## src/rtl/gpio_port_ctrl_if.sv

```systemverilog
// Wishbone slave bus bundle for the GPIO port controller.
// Signal names follow the controller's point of view (_i into it, _o out).
interface gpio_port_ctrl_if;
    logic [1:0]  wb_adr_i;
    logic [31:0] wb_dat_i;
    logic [31:0] wb_dat_o;
    logic        wb_we_i;
    logic [3:0]  wb_sel_i;
    logic        wb_stb_i;
    logic        wb_cyc_i;
    logic        wb_ack_o;

    modport master (
        output wb_adr_i, wb_dat_i, wb_we_i,
        output wb_sel_i, wb_stb_i, wb_cyc_i,
        input  wb_dat_o, wb_ack_o
    );

    modport slave (
        input  wb_adr_i, wb_dat_i, wb_we_i,
        input  wb_sel_i, wb_stb_i, wb_cyc_i,
        output wb_dat_o, wb_ack_o
    );
endinterface

```

## src/rtl/gpio_port_ctrl.sv

```systemverilog
// Wishbone GPIO port controller: DAT/TRIS latches, synchronized pin readback.
// Define GPIO_INTR_EN to add IEN/ISTAT rising-edge interrupt logic.
module gpio_port_ctrl #(
    parameter int N           = 16,
    parameter int SYNC_STAGES = 2
) (
    input  logic             wb_clk_i,
    input  logic             wb_rst_ni,
    gpio_port_ctrl_if.slave  wb,
    output logic [N-1:0]     gpio_dir_o,
    output logic [N-1:0]     gpio_bit_o,
    input  logic [N-1:0]     gpio_bit_i,
    output logic             irq_o
);

    logic           r_ack;
    logic [31:0]    r_dat_o;
    logic [N-1:0]   r_tris;
    logic [N-1:0]   r_dat;
    logic [N-1:0]   r_sync [SYNC_STAGES];

    logic           w_req;
    logic           w_wr;
    logic           w_rd;
    logic [31:0]    w_mask;
    logic [N-1:0]   w_wmask;
    logic [N-1:0]   w_wdat;
    logic [N-1:0]   w_sync;
    logic [31:0]    w_rdata;
    logic           w_unused;

    // Ack gates the next request so a held strobe acks every other cycle.
    assign w_req   = wb.wb_cyc_i & wb.wb_stb_i & ~r_ack;
    assign w_wr    = w_req & wb.wb_we_i;
    assign w_rd    = w_req & ~wb.wb_we_i;
    assign w_mask  = {{8{wb.wb_sel_i[3]}}, {8{wb.wb_sel_i[2]}},
                      {8{wb.wb_sel_i[1]}}, {8{wb.wb_sel_i[0]}}};
    assign w_wmask = w_mask[N-1:0];
    assign w_wdat  = wb.wb_dat_i[N-1:0];
    assign w_sync  = r_sync[SYNC_STAGES-1];
    assign w_unused = &{1'b0, wb.wb_dat_i, w_mask};

    function automatic logic [N-1:0] merge(
        input logic [N-1:0] old_v,
        input logic [N-1:0] new_v,
        input logic [N-1:0] m
    );
        return (old_v & ~m) | (new_v & m);
    endfunction

`ifdef GPIO_INTR_EN
    logic [N-1:0]   r_ien;
    logic [N-1:0]   r_istat;
    logic [N-1:0]   r_prev;
    logic           r_irq;
    logic [N-1:0]   w_rise;
    logic [N-1:0]   w_w1c;

    assign w_rise = w_sync & ~r_prev & r_ien;
    assign w_w1c  = (w_wr && wb.wb_adr_i == 2'd3) ? (w_wdat & w_wmask) : '0;

    // A new edge wins over a simultaneous write-1-to-clear.
    always_ff @(posedge wb_clk_i) begin
        if (!wb_rst_ni) begin
            r_ien   <= '0;
            r_istat <= '0;
            r_prev  <= '0;
            r_irq   <= 1'b0;
        end else begin
            r_prev  <= w_sync;
            r_istat <= (r_istat & ~w_w1c) | w_rise;
            r_irq   <= |r_istat;
            if (w_wr && wb.wb_adr_i == 2'd2)
                r_ien <= merge(r_ien, w_wdat, w_wmask);
        end
    end

    assign irq_o = r_irq;
`else
    assign irq_o = 1'b0;
`endif

    always_comb begin
        w_rdata = '0;
        case (wb.wb_adr_i)
            2'd0: w_rdata[N-1:0] = w_sync;
            2'd1: w_rdata[N-1:0] = r_tris;
`ifdef GPIO_INTR_EN
            2'd2: w_rdata[N-1:0] = r_ien;
            2'd3: w_rdata[N-1:0] = r_istat;
`endif
            default: w_rdata = '0;
        endcase
    end

    always_ff @(posedge wb_clk_i) begin
        if (!wb_rst_ni) begin
            r_ack   <= 1'b0;
            r_dat_o <= '0;
            r_tris  <= '1;
            r_dat   <= '0;
            for (int k = 0; k < SYNC_STAGES; k++)
                r_sync[k] <= '0;
        end else begin
            r_ack   <= w_req;
            r_dat_o <= w_rd ? w_rdata : '0;
            r_sync[0] <= gpio_bit_i;
            for (int k = 1; k < SYNC_STAGES; k++)
                r_sync[k] <= r_sync[k-1];
            if (w_wr && wb.wb_adr_i == 2'd0)
                r_dat <= merge(r_dat, w_wdat, w_wmask);
            if (w_wr && wb.wb_adr_i == 2'd1)
                r_tris <= merge(r_tris, w_wdat, w_wmask);
        end
    end

    assign wb.wb_ack_o = r_ack;
    assign wb.wb_dat_o = r_dat_o;
    assign gpio_dir_o  = r_tris;
    assign gpio_bit_o  = r_dat;

endmodule

```

## src/flat_wrapper.sv

```systemverilog
// flat-port wrapper written by rule: the top's interface ports become plain ports
module gpio_port_ctrl_flat 
#(
    parameter int N           = 16,
    parameter int SYNC_STAGES = 2
)
  (wb_clk_i, wb_rst_ni, gpio_dir_o, gpio_bit_o, gpio_bit_i, irq_o, wb_wb_adr_i, wb_wb_dat_i, wb_wb_we_i, wb_wb_sel_i, wb_wb_stb_i, wb_wb_cyc_i, wb_wb_dat_o, wb_wb_ack_o);
  gpio_port_ctrl_if wb_i ();
  input  logic wb_clk_i;
  input  logic wb_rst_ni;
  output logic [N-1:0] gpio_dir_o;
  output logic [N-1:0] gpio_bit_o;
  input  logic [N-1:0] gpio_bit_i;
  output logic irq_o;
  input wire logic [$bits(wb_i.wb_adr_i)-1:0] wb_wb_adr_i;
  input wire logic [$bits(wb_i.wb_dat_i)-1:0] wb_wb_dat_i;
  input wire logic [$bits(wb_i.wb_we_i)-1:0] wb_wb_we_i;
  input wire logic [$bits(wb_i.wb_sel_i)-1:0] wb_wb_sel_i;
  input wire logic [$bits(wb_i.wb_stb_i)-1:0] wb_wb_stb_i;
  input wire logic [$bits(wb_i.wb_cyc_i)-1:0] wb_wb_cyc_i;
  output wire logic [$bits(wb_i.wb_dat_o)-1:0] wb_wb_dat_o;
  output wire logic [$bits(wb_i.wb_ack_o)-1:0] wb_wb_ack_o;
  assign wb_i.wb_adr_i = wb_wb_adr_i;
  assign wb_i.wb_dat_i = wb_wb_dat_i;
  assign wb_i.wb_we_i = wb_wb_we_i;
  assign wb_i.wb_sel_i = wb_wb_sel_i;
  assign wb_i.wb_stb_i = wb_wb_stb_i;
  assign wb_i.wb_cyc_i = wb_wb_cyc_i;
  assign wb_wb_dat_o = wb_i.wb_dat_o;
  assign wb_wb_ack_o = wb_i.wb_ack_o;
  gpio_port_ctrl #(.N(N), .SYNC_STAGES(SYNC_STAGES)) u_core (.wb_clk_i(wb_clk_i), .wb_rst_ni(wb_rst_ni), .wb(wb_i), .gpio_dir_o(gpio_dir_o), .gpio_bit_o(gpio_bit_o), .gpio_bit_i(gpio_bit_i), .irq_o(irq_o));
endmodule
```

## config.mk

```make
export PLATFORM = sky130hd
export DESIGN_NAME = gpio_port_ctrl_flat
export DESIGN_NICKNAME = d
export VERILOG_FILES = /design/src/rtl/gpio_port_ctrl_if.sv /design/src/rtl/gpio_port_ctrl.sv /design/src/flat_wrapper.sv
export SDC_FILE = /design/constraint.sdc
export NUM_CORES = 1
export LEC_CHECK = 0
export ABC_AREA = 1
export CAP_MARGIN = 20
export CORE_MARGIN = 8
export CORE_UTILIZATION = 44
export CTS_BUF_LIST = sky130_fd_sc_hd__clkbuf_4
export DETAILED_ROUTE_END_ITERATION = 8
export HOLD_SLACK_MARGIN = 0.1
export PLACE_DENSITY = 0.91
export SETUP_SLACK_MARGIN = 0.5
export SYNTH_ARGS = -nofsm -noshare
export SYNTH_HDL_FRONTEND = slang
export SYNTH_SLANG_ARGS = --single-unit
export TNS_END_PERCENT = 30
```

## constraint.sdc

```tcl
create_clock -name wb_clk_i -period 1.2 [get_ports wb_clk_i]
set_input_delay 0.24 -clock wb_clk_i [delete_from_list [all_inputs] [get_ports wb_clk_i]]
set_output_delay 0.24 -clock wb_clk_i [all_outputs]
set_load 0.1 [all_outputs]
```

==> results.cfg, run 1 <==
[run_status]
outcome = finished with violations
violated_checks = negative setup slack

[power]
share_clk_of_total_power_pct = 33.5
p_per_area_nw_per_um2 = 1100
netSwitchingFraction_pct = 30.0
leakagePower_nw = 2.38
net-switching-power_w = 0.00167
ir_drop_v = 0.000982
share_seq_of_total_power_pct = 49.8
power.combinational.fraction_pct = 16.7
internal_power_w = 0.00390

[placement]
post-place-ws_ns = -0.462
number_of_buffer_cells_added_on_primary_ports = 89
gp_congestion = 0.794
dp_hpwl_um = 6120

[synthesis]
synth.yosys.warnings = 0
netlist.top_cell.by_area = dfxtp_1
synth.cell_area_sq_um = 3000
avgSynthCellArea_sq_um = 8.08
synth_seq_cells = 81
synth.distinct_cells = 18
post_syn_instances = 371
synth.top_cell.area_share_pct = 54.1
synthTopCellsByArea = dfxtp_1, nand2_1, inv_1
synth_seq_area_share_pct = 54.1

[critical_path]
critPathMaxFanout = 8
critical_path.startpoint_type = input port
reg2regPathDepth = 5
timing.critical_path.arrival_ns = 1.56
critical_path_class = input port to flip-flop
crit_required_ns = 1.51
critPathCaptureType = flip-flop

[clocking]
hold_buffers = 0
cts_root_buffer = clkbuf_4
cts_buffer_depth = 2
worstSkewPairLatency_ns = 0.41
clock_sink_count = 81
tritoncts = done
cts-buffers-inserted = 9
clock_pin_slew_on_the_worst_setup_and_hold_paths_ns = 0.13
htreeDepth = 3

[hold_path]
worst_hold_path_type = input port to flip-flop
hold_path_depth = 3

[sta]
fin_tns_setup_ns = -0.521
final_min_period_over_clock_period_pct = 104
final_critical_path_setup_slack_ns = -0.0434
finalWorstPathRequiredPeriod_ns = 1.24
fin_worst_skew_ns = 0.0144
total_count_of_hold_check_failures_in_the_final_report = 0
max_freq_ghz = 0.804
worst_hold_slack_ns = 0.140
grt_setup_unrepaired = true
finalSetupViolations = 35
final_max_slew_viol_count = 0

[global_route]
maximum_number_of_pins_on_one_net_before_global_route_repair = 42
globalRouteMet2Util_pct = 34.4
gr-usage-met1_pct = 17.5
grt_first_pass_wirelength_um = 14400
global_route.overflow_total = 0
gr-max-usage-layer = met2
grt_antenna_before_repair = 0
grtUsageTotal_pct = 18.7
global_route.usage.met3_pct = 7.19
first_global_vias = 2978

[cells_and_area]
sequential_cell_area_sq_um = 1720
insertedDiodeCount = 0
multiInputGateArea_sq_um = 1250
post_layout_utilization_of_the_core_pct = 76.0
syn_to_final_growth_pct = 69.3
num-fill-cells = 429
nets = 546
layout-drive-gt1-share_pct = 43.1

[detailed_routing]
drt_drc_violations_left = 0
finalWirelength_um = 9470
route.antenna.remaining_nets = 0
wl_per_instance_um = 16.6
drt_first_iter_violations = 124
detailedRoute.firstPassIterationCount = 4
route.detailed.vias_per_inst = 4.95
vias = 2833

[floorplan]
chipHeight_um = 98.5
placementRows = 30
start_util_pct = 44.9
pin_count = 125
placeableCoreArea_sq_um = 6680
dieArea_sq_um = 9710
die_w_um = 98.5

[run]
drv.max_cap_violation_count = 0
[worst paths after layout]
check / from / to / slack (ns)
min reg2reg: u_core.r_sync[0][7] / u_core.r_sync[0][23] / 0.42
min: wb_rst_ni / u_core.wb.wb_ack_o / 0.14
max: wb_wb_adr_i[1] / flip-flop / -0.04
max reg2reg: u_core.wb.wb_ack_o / flip-flop / -0.01
[synth_stat cells, drive strengths merged]
cell,instances
a21oi,16
buf,27
clkbuf,7
conb,1
dfxtp,81
inv,51
nand2,114
nand3,16
nand3b,1
nand4,20
nor2,37
[power groups by stage]
stage / clock network [W] / registers [W] / logic, W
after floorplan: 0 / 0.00299 / 0.000453
after global placement: 0 / 0.00285 / 0.000832
after detailed placement: 0 / 0.00286 / 0.000847
after CTS: 0.00187 / 0.00277 / 0.000882
after global routing: 0.00202 / 0.00278 / 0.000981
final: 0.00186 / 0.00277 / 0.000932
[placed cells by master (no fill, tap or decap), types with 2 or more instances in the layout]
cell	netlist	layout
a21oi_2	0	14
nor2_1	33	26
buf_6	2	4
nand2_2	1	21
bufinv_16	0	2
buf_12	0	50
inv_1	51	51
dfxtp_1	81	32
a21oi_4	0	2
nor2_4	3	4
nand3_2	0	11
conb_1	1	17
nand4_1	18	18
nor2_2	1	7
nand2_1	113	92
dfxtp_4	0	14
nand3_1	16	5
inv_6	0	2
clkdlybuf4s50_1	0	36
buf_4	19	26
dlygate4sd2_1	0	2
nand4_4	2	3
dfxtp_2	0	35
clkbuf_4	0	9
[area by class of cell]
cell class | instances | area share (%)
multi-input combinational | 223 | 24.6
sequential | 81 | 33.8
tap | 80 | 1.97
inverter | 51 | 3.77
timing repair buffer | 121 | 32.5
clock inverter | 7 | 2.00
clock buffer | 9 | 1.33
[metal layers]
layer | vias to the layer above | part of all wire (%)
met1 | 1345 | 35
met2 | 121 | 53
met5 | - | 0
met4 | 0 | 3.7
li1 | 1339 | -
met3 | 28 | 8.2
[worst max-delay path: stages]
cell and delay, ns:
clkdlybuf4s50_1 0.48, nor2_4 0.30, nand4_2 0.28, nor2_2 0.19, nor2_1 0.07
[cell families after synthesis]
| group | count (synthesis) | share of synthesized area [%] |
|---|---|---|
| simple gates | 188 | 28.3 |
| buf+inv | 85 | 14.8 |
| flops | 81 | 54.1 |
| compound gates | 16 | 2.67 |
| other cells | 1 | 0.125 |
[per-stage QoR]
stage / cell area [sq um] / std cells / total power [W]
after floorplan: 3110 / 387 / 0.00344
after global placement: 4450 / 537 / 0.00369
after detailed placement: 4450 / 537 / 0.00370
after CTS: 4910 / 564 / 0.00552
after global routing: 5080 / 572 / 0.00578
final: 5080 / 572 / 0.00557
[timing repair]
action                                  4_1_cts  5_1_grt
endpoints found under the setup margin       98       98
pin swaps                                    46       19
hold endpoints to repair                      0        1
gates resized for setup                      72       26
setup buffers                                11        6
cloned                                        0        2
Note: power is estimated with default switching activity, not from simulation.
==> inputs of run 2 (changes only) <==
- PLACE_DENSITY: 0.91 -> default
- PLACE_DENSITY_LB_ADDON: default -> 0.3
==> results.cfg, run 2 (synthesis gave the netlist of run 1 again) <==
[placement]
number_of_buffer_cells_added_on_primary_ports = 89
dp_hpwl_um = 5660
post-place-ws_ns = -0.439
gp_congestion = 0.795

[floorplan]
placeableCoreArea_sq_um = 6680
pin_count = 125
start_util_pct = 44.9
placementRows = 30
chipHeight_um = 98.5
dieArea_sq_um = 9710
die_w_um = 98.5

[cells_and_area]
post_layout_utilization_of_the_core_pct = 76.0
layout.cells.most_common = nand2_1
layout-drive-gt1-share_pct = 41.5
nets = 550
insertedDiodeCount = 0
syn_to_final_growth_pct = 69.4
num-fill-cells = 436
most_frequent_cells_in_the_layout = nand2_1, inv_1, buf_12, clkdlybuf4s50_1, dfxtp_2

[critical_path]
timing.critical_path.arrival_ns = 0.99
reg2regPathDepth = 5
critical_path.startpoint_type = flip-flop
crit_required_ns = 0.96
critical_path_class = flip-flop to output port
rrSetupSlack_ns = 0.03
rr_startpoint = u_core.wb.wb_ack_o
critical_path_cell_sequence = buf_12
critPathCaptureType = output port
critical_path.max_stage_delay_ns = 0.40
worstPathBufferInverterCount = 1
timing.critical_path.max_delay_family = flip-flops
worst_path_max_delay_cell = dfxtp_4
critPathMaxFanout = 3

[detailed_routing]
drt_drc_violations_left = 0
route.antenna.remaining_nets = 0
route.detailed.vias_per_inst = 4.65
drt_first_iter_violations = 84
finalWirelength_um = 8260
vias = 2676
detailedRoute.firstPassIterationCount = 4
wl_per_instance_um = 14.3

[clocking]
tritoncts = done
cts_buffer_depth = 2
clock_pin_slew_on_the_worst_setup_and_hold_paths_ns = 0.12
clock_sink_count = 81
htreeDepth = 3
cts-buffers-inserted = 9
cts_root_buffer = clkbuf_4
worstSkewPairLatency_ns = 0.40

[power]
leakagePower_nw = 2.38
ir_drop_v = 0.000750
p_per_area_nw_per_um2 = 1030

[hold_path]
holdPathEnd = u_core.wb.wb_ack_o
worst_hold_path_type = input port to flip-flop
hold_crit_start = wb_rst_ni
hold_path_depth = 3

[sta]
final_min_period_over_clock_period_pct = 102
finalSetupViolations = 13
max_freq_ghz = 0.816
fin_worst_skew_ns = 0.0104
total_count_of_hold_check_failures_in_the_final_report = 0
grt_setup_unrepaired = true
finalWorstPathRequiredPeriod_ns = 1.23
final_max_slew_viol_count = 0
final_critical_path_setup_slack_ns = -0.0257
fin_tns_setup_ns = -0.0825

[global_route]
first_global_vias = 2754
grtUsageTotal_pct = 16.9
grt_first_pass_wirelength_um = 13200
global_route.overflow_total = 0
grt_antenna_before_repair = 0
maximum_number_of_pins_on_one_net_before_global_route_repair = 49

[run_status]
violated_checks = negative setup slack
outcome = finished with violations

[run]
drv.max_cap_violation_count = 0
run 2: worst max-delay path by stage:
stage | to | cells past startpoint | start | slack [ns]
floorplan | u_core.wb.wb_dat_o[10] | 5 | u_core.wb.wb_ack_o | 0.02
global placement | flip-flop | 6 | wb_wb_cyc_i | -0.37
CTS | wb_wb_ack_o | 1 | u_core.wb.wb_ack_o | -0.05
finish | wb_wb_ack_o | 1 | u_core.wb.wb_ack_o | -0.03
global route | wb_wb_ack_o | 1 | u_core.wb.wb_ack_o | -0.07
detailed placement | u_core.wb.wb_dat_o[9] | 6 | wb_wb_adr_i[0] | -0.44
run 2: power by group:
group / switching, W / internal, W / leakage (nW) / total (W)
Clock: 0.000927 / 0.000632 / 0.0712 / 0.00156
Sequential: 0.0000376 / 0.00273 / 0.675 / 0.00277
Combinational: 0.000620 / 0.000297 / 1.63 / 0.000917
Total: 0.00158 / 0.00366 / 2.38 / 0.00525
run 2: cell type report:
type	count	area [sq um]	share of cell area [%]
Clock buffer	9	67.6	1.33
Inverter	51	191	3.77
Multi-Input combinational cell	222	1240	24.4
Clock inverter	7	71.3	1.40
Sequential cell	81	1720	33.8
Timing Repair Buffer	126	1690	33.3
Tap cell	80	100	1.97
run 2: worst register-to-register path: stages, from the launching register on:
cell and delay [ns]:
dfxtp_4 0.39, nor2_4 0.21, nand4_4 0.24, nand2_1 0.14, nand2_1 0.05, nor2_1 0.09
run 2: routing by layer:
metal / vias to the layer above / wire length (um) / GRT usage, % / part of all wire (%)
met4: 0 / 134 / 7.56 / 1.6
li1: 1336 / - / - / -
met3: 14 / 563 / 5.92 / 6.8
met2: 88 / 4280 / 29.7 / 52
met5: - / 0 / 0 / 0
met1: 1238 / 3280 / 17.9 / 40
run 2: per-stage QoR:
stage	std cells	area, sq um	power [W]	hold slack [ns]
after floorplan	387	3110	0.00344	0.338
after global placement	539	4480	0.00370	0.395
after detailed placement	539	4480	0.00371	0.399
after CTS	569	4940	0.00524	0.116
after global routing	576	5080	0.00547	0.130
final	576	5080	0.00525	0.152
run 2: timing repair:
action | 4_1_cts | 5_1_grt
buffers inserted | 14 | 6
setup endpoints to repair | 98 | 98
cloned | 0 | 1
pin swaps | 59 | 36
resized for setup | 73 | 18
hold buffers | 0 | 0
==> inputs of run 3 (changes only) <==
- SKIP_CTS_REPAIR_TIMING: default -> 1
==> results.cfg, run 3 (synthesis gave the netlist of run 1 again) <==
[critical_path]
crit_required_ns = 0.96
worstPathBufferInverterCount = 1
rrSetupSlack_ns = 0.08
critPathMaxFanout = 3
critical_path_class = flip-flop to output port
timing.critical_path.max_delay_family = flip-flops
timing.critical_path.arrival_ns = 0.98
reg2regPathDepth = 5
critical_path.startpoint_type = flip-flop
critPathCaptureType = output port
critical_path.max_stage_delay_ns = 0.40
worst_path_max_delay_cell = dfxtp_4
critical_path_cell_sequence = buf_12
critical_path_depth = 1

[floorplan]
die_w_um = 98.5
pin_count = 125
dieArea_sq_um = 9710
chipHeight_um = 98.5
placementRows = 30
placeableCoreArea_sq_um = 6680
start_util_pct = 44.9

[clocking]
worstSkewPairLatency_ns = 0.41
clock_pin_slew_on_the_worst_setup_and_hold_paths_ns = 0.13
cts-buffers-inserted = 9
tritoncts = done
clock_sink_count = 81
cts_buffer_depth = 2
htreeDepth = 3
cts_root_buffer = clkbuf_4

[run_status]
outcome = finished with violations
violated_checks = negative setup slack

[detailed_routing]
finalWirelength_um = 7520
wl_per_instance_um = 13.5
route.antenna.remaining_nets = 0
drt_first_iter_violations = 88
route.detailed.vias_per_inst = 4.59
drt_drc_violations_left = 0
detailedRoute.firstPassIterationCount = 4
vias = 2551

[cells_and_area]
num-fill-cells = 487
layout-drive-gt1-share_pct = 33.0
finish.instance_area_sq_um = 4780
post_layout_utilization_of_the_core_pct = 71.6
nets = 530
syn_to_final_growth_pct = 59.5
insertedDiodeCount = 0
layout.cells.most_common = nand2_1
most_frequent_cells_in_the_layout = nand2_1, inv_1, buf_12, clkdlybuf4s50_1, dfxtp_2

[global_route]
global_route.overflow_total = 0
grtUsageTotal_pct = 15.3
first_global_vias = 2578
grt_antenna_before_repair = 0
maximum_number_of_pins_on_one_net_before_global_route_repair = 49
grt_first_pass_wirelength_um = 12000

[power]
fin_total_pwr_w = 0.00520
ir_drop_v = 0.000751
net-switching-power_w = 0.00155
p_per_area_nw_per_um2 = 1090
share_clk_of_total_power_pct = 29.9
share_seq_of_total_power_pct = 53.3
netSwitchingFraction_pct = 29.9
internal_power_w = 0.00365
leakagePower_nw = 2.32
power.combinational.fraction_pct = 16.8

[placement]
dpl-instance-area_sq_um = 4480
gp_congestion = 0.795
number_of_buffer_cells_added_on_primary_ports = 89
dp_hpwl_um = 5660

[run]
drv.max_cap_violation_count = 0

[sta]
final_max_slew_viol_count = 0
final_critical_path_setup_slack_ns = -0.0231
finalSetupViolations = 17
fin_worst_skew_ns = 0.0113
grt_setup_unrepaired = true
finalWorstPathRequiredPeriod_ns = 1.22
max_freq_ghz = 0.818
final_min_period_over_clock_period_pct = 102
total_count_of_hold_check_failures_in_the_final_report = 0

[hold_path]
hold_path_depth = 3
worst_hold_path_type = input port to flip-flop
-- run 3: changes by cell type in the layout (fill, tap and decap cells not counted), sizes merged --
cell / before / now
buf: 87 / 67
dlygate4sd2: 2 / 0
clkdlybuf4s50: 37 / 38
dlymetal6s2s: 0 / 1
nand2: 114 / 115
nand4: 21 / 20
-- run 3: power by group through the flow --
stage | logic (W) | clock network [W] | registers (W)
2_1_floorplan | 0.000453 | 0 | 0.00299
3_3_place_gp | 0.000839 | 0 | 0.00286
3_5_place_dp | 0.000852 | 0 | 0.00286
4_1_cts | 0.000854 | 0.00158 | 0.00280
5_1_grt | 0.000923 | 0.00173 | 0.00278
6_report | 0.000875 | 0.00156 | 0.00277
-- run 3: final cells by class --
type	count	area [sq um]	area share [%]
clock inverters	7	71.3	1.49
multi-input cells	222	1080	22.6
flip-flops and latches	81	1720	36.0
clock buffers	9	67.6	1.41
repair buffers	106	1550	32.4
inverters	51	191	4.00
well taps	80	100	2.09
-- run 3: final timing paths --
check,from,endpoint
max,flip-flop,gpio_dir_o[4]
min,wb_rst_ni,u_core.wb.wb_ack_o
max reg2reg,u_core.wb.wb_ack_o,flip-flop
min reg2reg,u_core.r_sync[0][14],u_core.r_sync[0][30]
-- run 3: metal layers --
metal  wire, um  vias to the layer above  track usage (%)  part of all wire (%)
li1           -                     1298                -                     -
met1       2990                     1152             16.4                    40
met2       3860                       93             26.6                    51
met3        591                        8             5.85                   7.9
met4         77                        0             6.02                   1.0
met5          0                        -                0                     0
-- run 3: metrics by stage --
step | setup TNS [ns] | hold slack [ns] | setup slack (ns) | instances
after floorplan | 0 | 0.338 | 0.0178 | 387
after global placement | -15.78 | 0.395 | -0.369 | 539
after detailed placement | -18.25 | 0.399 | -0.439 | 539
after CTS | -1.98 | 0.0724 | -0.0886 | 555
after global routing | -2.49 | 0.138 | -0.0803 | 556
final | -0.164 | 0.162 | -0.0231 | 556
-- run 3: tightest hold or removal path, stage by stage --
cell and delay (ns):
buf_2 0.13, inv_1 0.09, nor2_4 0.07
